--- config.mk ---
export PLATFORM = sky130hd
export DESIGN_NAME = flag_generator
export DESIGN_NICKNAME = d
export VERILOG_FILES = /design/src/rtl/flag_generator.sv
export SDC_FILE = /design/constraint.sdc
export NUM_CORES = 1
export LEC_CHECK = 0
export ABC_CLOCK_PERIOD_IN_PS = 2900
export CORE_AREA = 2 2 39 41
export DETAILED_ROUTE_END_ITERATION = 10
export DIE_AREA = 0 0 41 43
export PLACE_DENSITY = 0.59
export SETUP_SLACK_MARGIN = 0.1
export SLEW_MARGIN = 20
export SYNTH_ARGS = -nofsm -noshare
export SYNTH_HDL_FRONTEND = slang
export SYNTH_SLANG_ARGS = --single-unit
--- constraint.sdc ---
create_clock -name clk -period 2.9 [get_ports clk]
set_input_delay 0.725 -clock clk [delete_from_list [all_inputs] [get_ports clk]]
set_output_delay 0.725 -clock clk [all_outputs]
set_load 0.03 [all_outputs]
--- src/rtl/flag_generator.sv ---
// NZCV flag generation beside the ALU, plus the architectural flag register.
// Optional sticky overflow flag enabled by defining FLAG_GEN_STICKY_V_EN.
module flag_generator #(
    parameter int unsigned WIDTH = 3
) (
    input  logic             clk,
    input  logic             rst_n,
    input  logic [WIDTH-1:0] a,
    input  logic [WIDTH-1:0] b,
    input  logic [WIDTH-1:0] result,
    input  logic [3:0]       ALUControl,
    input  logic             cout,
    input  logic             flag_we,
`ifdef FLAG_GEN_STICKY_V_EN
    input  logic             clr_sticky,
    output logic             sticky_v,
`endif
    output logic             Z,
    output logic             N,
    output logic             V,
    output logic             C,
    output logic [3:0]       flags_q
);

    localparam int unsigned MSB    = WIDTH - 1;
    localparam logic [3:0]  OP_ADD = 4'b0000;
    localparam logic [3:0]  OP_SUB = 4'b0001;

    logic [3:0] flags_d;
    logic       a_s;
    logic       b_s;
    logic       r_s;

    assign a_s = a[MSB];
    assign b_s = b[MSB];
    assign r_s = result[MSB];

    // Only the sign bits of the operands take part in flag generation.
    logic unused_operand_bits;
    assign unused_operand_bits = ^{a[MSB-1:0], b[MSB-1:0]};

    // Combinational flags; logical and undefined codes force C and V low.
    always_comb begin
        Z = (result == '0);
        N = r_s;
        C = 1'b0;
        V = 1'b0;
        case (ALUControl)
            OP_ADD: begin
                C = cout;
                V = (a_s == b_s) && (r_s != a_s);
            end
            OP_SUB: begin
                C = cout;
                V = (a_s != b_s) && (r_s != a_s);
            end
            default: begin
                C = 1'b0;
                V = 1'b0;
            end
        endcase
    end

    always_comb begin
        flags_d = flags_q;
        if (flag_we) begin
            flags_d = {N, Z, C, V};
        end
    end

    always_ff @(posedge clk or negedge rst_n) begin
        if (!rst_n) begin
            flags_q <= 4'b0000;
        end else begin
            flags_q <= flags_d;
        end
    end

`ifdef FLAG_GEN_STICKY_V_EN
    logic sticky_v_q;
    logic sticky_v_d;

    // Set wins over clear when both happen on the same edge.
    always_comb begin
        sticky_v_d = sticky_v_q;
        if (clr_sticky) begin
            sticky_v_d = 1'b0;
        end
        if (flag_we && V) begin
            sticky_v_d = 1'b1;
        end
    end

    always_ff @(posedge clk or negedge rst_n) begin
        if (!rst_n) begin
            sticky_v_q <= 1'b0;
        end else begin
            sticky_v_q <= sticky_v_d;
        end
    end

    assign sticky_v = sticky_v_q;
`endif

endmodule

==> results.md, run 1 <==
* Top cell type's share of synthesized area at ~43%
* Max reg flops at 4
* Type of the most critical hold path: reg2reg
* Synthesis warning total at 0
* Worst slew margin relative to its limit at 73.6%
* Average size of a mapped cell at 13.5 sq um
* DIE WIDTH at 41 microns
* Post-DRT Antenna Nets at 0
* Final Hold Slack at approximately 0.48 ns
* Count of distinct cell types in the synthesized netlist at 11
* Number of rows created at floorplan at 14
* Clock latency on the worst-skew pair at 0.23 ns
* Number of synthesized flops with an enable pin at 0
* Number of levels in the clock H-tree at 1
* Number of synthesized register bits at 4
* Vias in the first global route at just under 200
* Delay of the slowest critical-path stage at between 0.6 and 0.7 ns
* Setup violation total in the final timing report at 0
* Number of buffers created by CTS at 3
* Net count after synthesis at 34
* Area of the mapped netlist at 230 sq um
* Registers with the most flip-flops: flags_q (4)
* Cell type of the slowest stage on the worst timing path: sky130_fd_sc_hd__clkdlybuf4s50_1
* Total count of hold-check failures in the final report at 0
* Layout fillers at 139
* Time the final worst path needs with I/O delays and setup at 2.74 ns
* Final cycle utilization of the critical path at between 90% and 100%
* TNS Setup at 0 ns
* Total power density per cell area at 391 mW/mm^2
* Count of buffers from port buffering at 20
* Setup repair after global routing missed its margin: no
* Sequential share of the synthesized area at between 40% and 50%
* DR pass1 iterations at 2
* Vert. Die Dim at between 40 and 50 microns
* Max Transition Viols Final at 0
* Most common cell type on the critical path: sky130_fd_sc_hd__clkdlybuf4s50_1
* Clock Pin Slew Worst Setup and Hold Paths at 0.03 ns
* Synthesized instance count at 17
* Crit path kind: in2out
* Number of nets in the layout at 59
* Critical path fanouts, max at 3
* Post-synthesis async set-or-reset flop share at 100%
* Area of the core at about 0.0014 sq mm
* Status: complete, no violations
* Die area at between 0.0015 and 0.002 sq mm
* Worst voltage drop across the vdd grid at 0.133 mV
* Highest Clock Rate at 365 MHz
* Buffer type at the clock tree root: sky130_fd_sc_hd__clkbuf_4
* CTS sink count at 4
* Kind of end point of the critical path: primary output
* Signed area change from the synthesized netlist to the final layout at 103%
* Wire length reported by the detailed router at 657 microns
* Share of cells above drive strength 1 at 27.5%
* Post-detailed-route DRC marker count at 0
* Top reg by flops: flags_q
* Routed vias/inst at 4.05
* WP buf/inv at 3
* Cell with the most instances after synthesis: sky130_fd_sc_hd__dfrtp_1
* Max-cap viol count at 0
* Kind of cell with the highest combined delay on the critical path: buffers and inverters
* Primary FF master, synth: sky130_fd_sc_hd__dfrtp_1
* Arrival time of the worst setup path at 2.01 ns
* CTS tree: yes
* Type of element launching the critical path: input port
* Starting density of the core at 16.6%
* Detailed-route via count at 227
* Post-CTS Setup Repair Bufs at 0
* Starting DRC count in detailed routing at 2
* Clock skew after layout at 0 ns
* Weighted congestion at the end of routability-driven global placement at 0.598
* Maximum number of pins on one net before global-route repair at 6
* Leakage power summed over all cells at 0.206 nW
* Overflow left after global routing at 0
* Required time at the worst-slack endpoint at 2.17 ns
* Overall track demand over capacity in global routing at 7.58%
* Transition time at the pin with the least slew margin at 0.391 ns
* Most area-consuming cells after synthesis: sky130_fd_sc_hd__dfrtp_1 (43%), sky130_fd_sc_hd__mux2_2 (15%), sky130_fd_sc_hd__xor3_1 (10%)
* Number of diodes added for antenna fixing at 0
* Cell Chain, Critical Path: clkdlybuf4s50_1 > buf_4 > clkdlybuf4s50_1
* Top cell types by occurrence after synthesis: sky130_fd_sc_hd__dfrtp_1 (4), sky130_fd_sc_hd__mux2_2 (3), sky130_fd_sc_hd__nor3_1 (2)
* I/O pin count at 25
* Initial antenna violation count at 0
* First-pass GRT wire length at 807 microns
* Average routed wire per standard cell at ~12 microns
* Cell accounting for the most synthesized area: sky130_fd_sc_hd__dfrtp_1
* Maximum clock path buffer count at 2
placed cells by master (no fill, tap or decap), types with 2 or more instances in the layout:
cell type,n
sky130_fd_sc_hd__clkdlybuf4s50_1,17
sky130_fd_sc_hd__dfrtp_1,4
sky130_fd_sc_hd__mux2_2,3
sky130_fd_sc_hd__clkbuf_4,3
sky130_fd_sc_hd__buf_4,3
sky130_fd_sc_hd__nor3_1,2
what timing repair did:
item / CTS / global route
resized for setup: 1 / 0
endpoints found under the hold margin: 0 / 0
endpoints found under the setup margin: 1 / 0
hold buffers: 0 / 0
per-layer routing:
| layer | vias up | track usage [%] | wire, microns |
|---|---|---|---|
| li1 | 108 | - | - |
| met1 | 98 | 7.57 | 228 |
| met2 | 21 | 10.3 | 258 |
| met3 | 0 | 3.66 | 171 |
| met4 | 0 | 8.00 | 0 |
| met5 | - | 0 | 0 |
cell type report:
type	count	area (sq um)	share of cell area (%)
tap	16	20.0	4.29
inverter	1	3.75	0.804
clock buffer	3	22.5	4.83
timing repair buffer	21	201	43.2
multi-input combinational	11	119	25.5
sequential	4	100	21.4
tightest hold or removal path, stage by stage, from the launching register on:
cell                       delay, ns
sky130_fd_sc_hd__dfrtp_1        0.33
sky130_fd_sc_hd__nand2b_1       0.07
sky130_fd_sc_hd__o41ai_2        0.05
power by group:
part	internal (W)	switching [W]
logic	0.0000319	0.0000235
registers	0.0000593	0.00000160
clock network	0.0000461	0.0000201
kinds of logic (layout without fill, tap and decap cells):
kind of cell | after synthesis | in the layout | synth area share, %
flops | 4 | 4 | 43.5
xor+xnor | 2 | 2 | 14.1
buf+inv | 2 | 25 | 4.89
compound gates | 1 | 1 | 7.07
mux | 3 | 3 | 14.7
simple gates | 5 | 5 | 15.8
worst paths after layout:
kind	startpoint	end	slack [ns]	cells after the start
max	result[2]	N	0.16	3
min	flags_q[0]$_DFFE_PN0P_	flags_q[0]$_DFFE_PN0P_	0.48	2
max reg2reg	flags_q[1]$_DFFE_PN0P_	flags_q[1]$_DFFE_PN0P_	2.14	1
min reg2reg	flags_q[0]$_DFFE_PN0P_	flags_q[0]$_DFFE_PN0P_	0.48	2
max in group asynchronous	rst_n	flags_q[3]$_DFFE_PN0P_	2.04	1
min in group asynchronous	rst_n	flags_q[2]$_DFFE_PN0P_	0.70	1
stage by stage:
stage               setup slack [ns]  util [%]  cells  cell area [sq um]  total power (W)
floorplan                      0.328         -     17                230        0.0000860
global placement              0.0758      32.2     53                445         0.000117
detailed placement            0.0616      32.2     53                445         0.000118
CTS                            0.149      33.7     56                467         0.000187
global route                   0.115      33.7     56                467         0.000192
finish                         0.161      33.7     56                467         0.000183
Power figures use the tool's default switching activity.
==> run 2, diff against run 1 <==
--- a/config.mk
+++ b/config.mk
@@ -10,7 +10,6 @@
 export DETAILED_ROUTE_END_ITERATION = 10
 export DIE_AREA = 0 0 41 43
 export PLACE_DENSITY = 0.59
-export SETUP_SLACK_MARGIN = 0.1
 export SLEW_MARGIN = 20
 export SYNTH_ARGS = -nofsm -noshare
 export SYNTH_HDL_FRONTEND = slang
==> run 2 against run 1 <==
  * Combinational power up 0.7%
  * Sequential cell count stayed put
  * Total power grew 0.22%
  * Cell count did not move
  * Global-route usage did not move
  * Sequential share of layout area shrank 0.057 points
  * First-iteration DRC count is the same
  * Sequential power is essentially flat
  * Critical path type unchanged
==> results.md, run 2 (same netlist as run 1, synthesis figures left out) <==
* Highest Clock Rate at 353 MHz (-3.4%)
* Setup violation total in the final timing report at 0 (unchanged)
* Area of the core at 0.00138 sq mm (unchanged)
* Worst slew margin relative to its limit at 73.6% (unchanged)
* Transition time at the pin with the least slew margin at 0.391 ns (unchanged)
* WHS Path Cells at 2 (unchanged)
* Initial antenna violation count at 0 (unchanged)
* Leakage power summed over all cells at 0.202 nW (-1.9%)
* Clock latency on the worst-skew pair at 0.23 ns (about the same)
* Cell type of the slowest stage on the worst timing path: sky130_fd_sc_hd__clkdlybuf4s50_1
* Max-cap viol count at 0 (unchanged)
* Vert. Die Dim at 43 microns (unchanged)
* Sw frac at 24.7% (-0.043 points)
* Most used cells in the layout excluding fill and tap cells: sky130_fd_sc_hd__clkdlybuf4s50_1 (18), sky130_fd_sc_hd__dfrtp_1 (4), sky130_fd_sc_hd__mux2_2 (3), sky130_fd_sc_hd__clkbuf_4 (3), sky130_fd_sc_hd__buf_4 (3)
* Post-CTS Setup Repair Bufs at 0 (unchanged)
* Max reg flops at 4 (unchanged)
* WP buf/inv at 2 (-1)
* Hold path startpoint: flags_q[0]$_DFFE_PN0P_
* Share of cells above drive strength 1 at 27.5% (unchanged)
* CTS sink count at 4 (unchanged)
* Type of element launching the critical path: input port
* Critical path fanouts, max at 2 (-1)
* Number of buffers created by CTS at 3 (unchanged)
* Wire length reported by the detailed router at 657 microns (unchanged)
* Number of rows created at floorplan at 14 (unchanged)
* Status: complete, no violations
* Detailed-route via count at 227 (unchanged)
* Arrival time of the worst setup path at 2.11 ns (+0.10 ns)
* DIE WIDTH at 41 microns (unchanged)
* Most common library cell in the layout ignoring fill and taps: sky130_fd_sc_hd__clkdlybuf4s50_1
* Cell-internal power at 0.000138 W (+0.28%)
* Max Transition Viols Final at 0 (unchanged)
* Registers with the most flip-flops: flags_q (4)
* Clock skew after layout at 0 ns (unchanged)
* Final worst setup slack at 0.0635 ns (-0.0975 ns)
* Total count of hold-check failures in the final report at 0 (unchanged)
* Required time at the worst-slack endpoint at 2.17 ns (about the same)
* Starting DRC count in detailed routing at 2 (unchanged)
* Setup slack on the worst flop-to-flop path at 2.14 ns (about the same)
* Overflow left after global routing at 0 (unchanged)
* R2r endpoint: flags_q[1]$_DFFE_PN0P_
* First-pass GRT wire length at 807 microns (unchanged)
* R2r startpoint: flags_q[1]$_DFFE_PN0P_
* Die area at 0.00176 sq mm (unchanged)
* Comb power frac at 30.5% (+0.2 points)
* TNS Setup at 0 ns (unchanged)
* I/O pin count at 25 (unchanged)
* Average routed wire per standard cell at 11.7 microns (unchanged)
* DR pass1 iterations at 2 (unchanged)
* Type of the most critical hold path: reg2reg
* Post-DRT Antenna Nets at 0 (unchanged)
* Sequential fraction of design power at 33.3% (about the same)
* Crit path kind: in2out
* Share of total power in the clock network at 36.2% (about the same)
* Maximum number of pins on one net before global-route repair at 6 (unchanged)
* CTS tree: yes
* Signed area change from the synthesized netlist to the final layout at 103%
* Number of nets in the layout at 59 (unchanged)
* Overall track demand over capacity in global routing at 7.58% (unchanged)
* Count of non-filler cells in the finished layout at 56 (unchanged)
* Post-detailed-route DRC marker count at 0 (unchanged)
* Kind of end point of the critical path: primary output
* Kind of cell with the highest combined delay on the critical path: buffers and inverters
* Number of levels in the clock H-tree at 1 (unchanged)
* Total power density per cell area at 391 mW/mm^2 (about the same)
* Worst Setup Slack post-DPL at 0.0616 ns (unchanged)
* Weighted congestion at the end of routability-driven global placement at 0.598 (unchanged)
* Final Hold Slack at 0.482 ns (unchanged)
* Most common cell type on the critical path: sky130_fd_sc_hd__clkdlybuf4s50_1
* Worst Hold Endpoint: flags_q[0]$_DFFE_PN0P_
* Final cycle utilization of the critical path at 97.8% (+3.4 points)
* Cell Chain, Critical Path: clkdlybuf4s50_1 > nor3_1 > clkdlybuf4s50_1
* Number of diodes added for antenna fixing at 0 (unchanged)
* Worst voltage drop across the vdd grid at 0.133 mV (about the same)
* Top reg by flops: flags_q
* Count of buffers from port buffering at 20 (unchanged)
* Maximum clock path buffer count at 2 (unchanged)
* Placed instance count at 53 (unchanged)
* Net switching power at 0.0000452 W (about the same)
* Time the final worst path needs with I/O delays and setup at 2.84 ns (+0.0975 ns)
* Clock Pin Slew Worst Setup and Hold Paths at 0.03 ns (about the same)
* Worst R2R Path Depth at 1 (unchanged)
* Quantity of hold-fixing buffers added after cts at 0 (unchanged)
* Buffer type at the clock tree root: sky130_fd_sc_hd__clkbuf_4
* Delay of the slowest critical-path stage at 0.72 ns (+0.06 ns)
* Setup repair after global routing missed its margin: no
* Post-CTS sizing at 0 (-1)
* Routed vias/inst at 4.05 (unchanged)
* Final Util at 33.8% (+0.090 points)
* Starting density of the core at 16.6% (unchanged)
* Vias in the first global route at 198 (unchanged)
[run 2: cell types whose count changed in the layout (fill, tap and decap cells not counted)]
cell,previous run,this run
sky130_fd_sc_hd__clkdlybuf4s50_1,17,18
sky130_fd_sc_hd__dlygate4sd2_1,1,0
[run 2: final cells by class]
type / count / area, sq um
inverters: 1 / 3.75
flip-flops and latches: 4 / 100
well taps: 16 / 20.0
clock buffers: 3 / 22.5
multi-input cells: 11 / 119
fillers: 140 / 916
repair buffers: 21 / 203
[run 2: worst max path at each step]
stage / startpoint / end / slack, ns / cells past startpoint
after detailed placement: result[2] / Z / 0.06 / 3
after floorplan: ALUControl[1] / C / 0.33 / 1
after CTS: result[2] / Z / 0.06 / 3
after global routing: result[1] / Z / 0.005 / 3
after global placement: result[2] / Z / 0.08 / 3
final: result[1] / Z / 0.06 / 3
[run 2: tightest hold or removal path: stages (launching register included)]
cell                       delay (ns)
sky130_fd_sc_hd__dfrtp_1         0.33
sky130_fd_sc_hd__nand2b_1        0.07
sky130_fd_sc_hd__o41ai_2         0.05
[run 2: through the flow]
stage / power, W / cell area [sq um]
2_1_floorplan: 0.0000860 / 230
3_3_place_gp: 0.000117 / 445
3_5_place_dp: 0.000118 / 445
4_1_cts: 0.000187 / 468
5_1_grt: 0.000192 / 468
6_report: 0.000183 / 468
[run 2: power groups by stage]
stage | combinational, W | sequential (W) | clock (W)
4_1_cts | 0.0000563 | 0.0000610 | 0.0000698
5_1_grt | 0.0000591 | 0.0000615 | 0.0000714
3_5_place_dp | 0.0000561 | 0.0000617 | 0
2_1_floorplan | 0.0000181 | 0.0000680 | 0
6_report | 0.0000557 | 0.0000609 | 0.0000663
3_3_place_gp | 0.0000560 | 0.0000613 | 0
[run 2: routing by layer]
layer | GRT usage, % | vias to the layer above | part of all wire (%)
li1 | - | 108 | -
met1 | 7.57 | 98 | 35
met2 | 10.3 | 21 | 39
met3 | 3.66 | 0 | 26
met4 | 8.00 | 0 | 0
met5 | 0 | - | 0
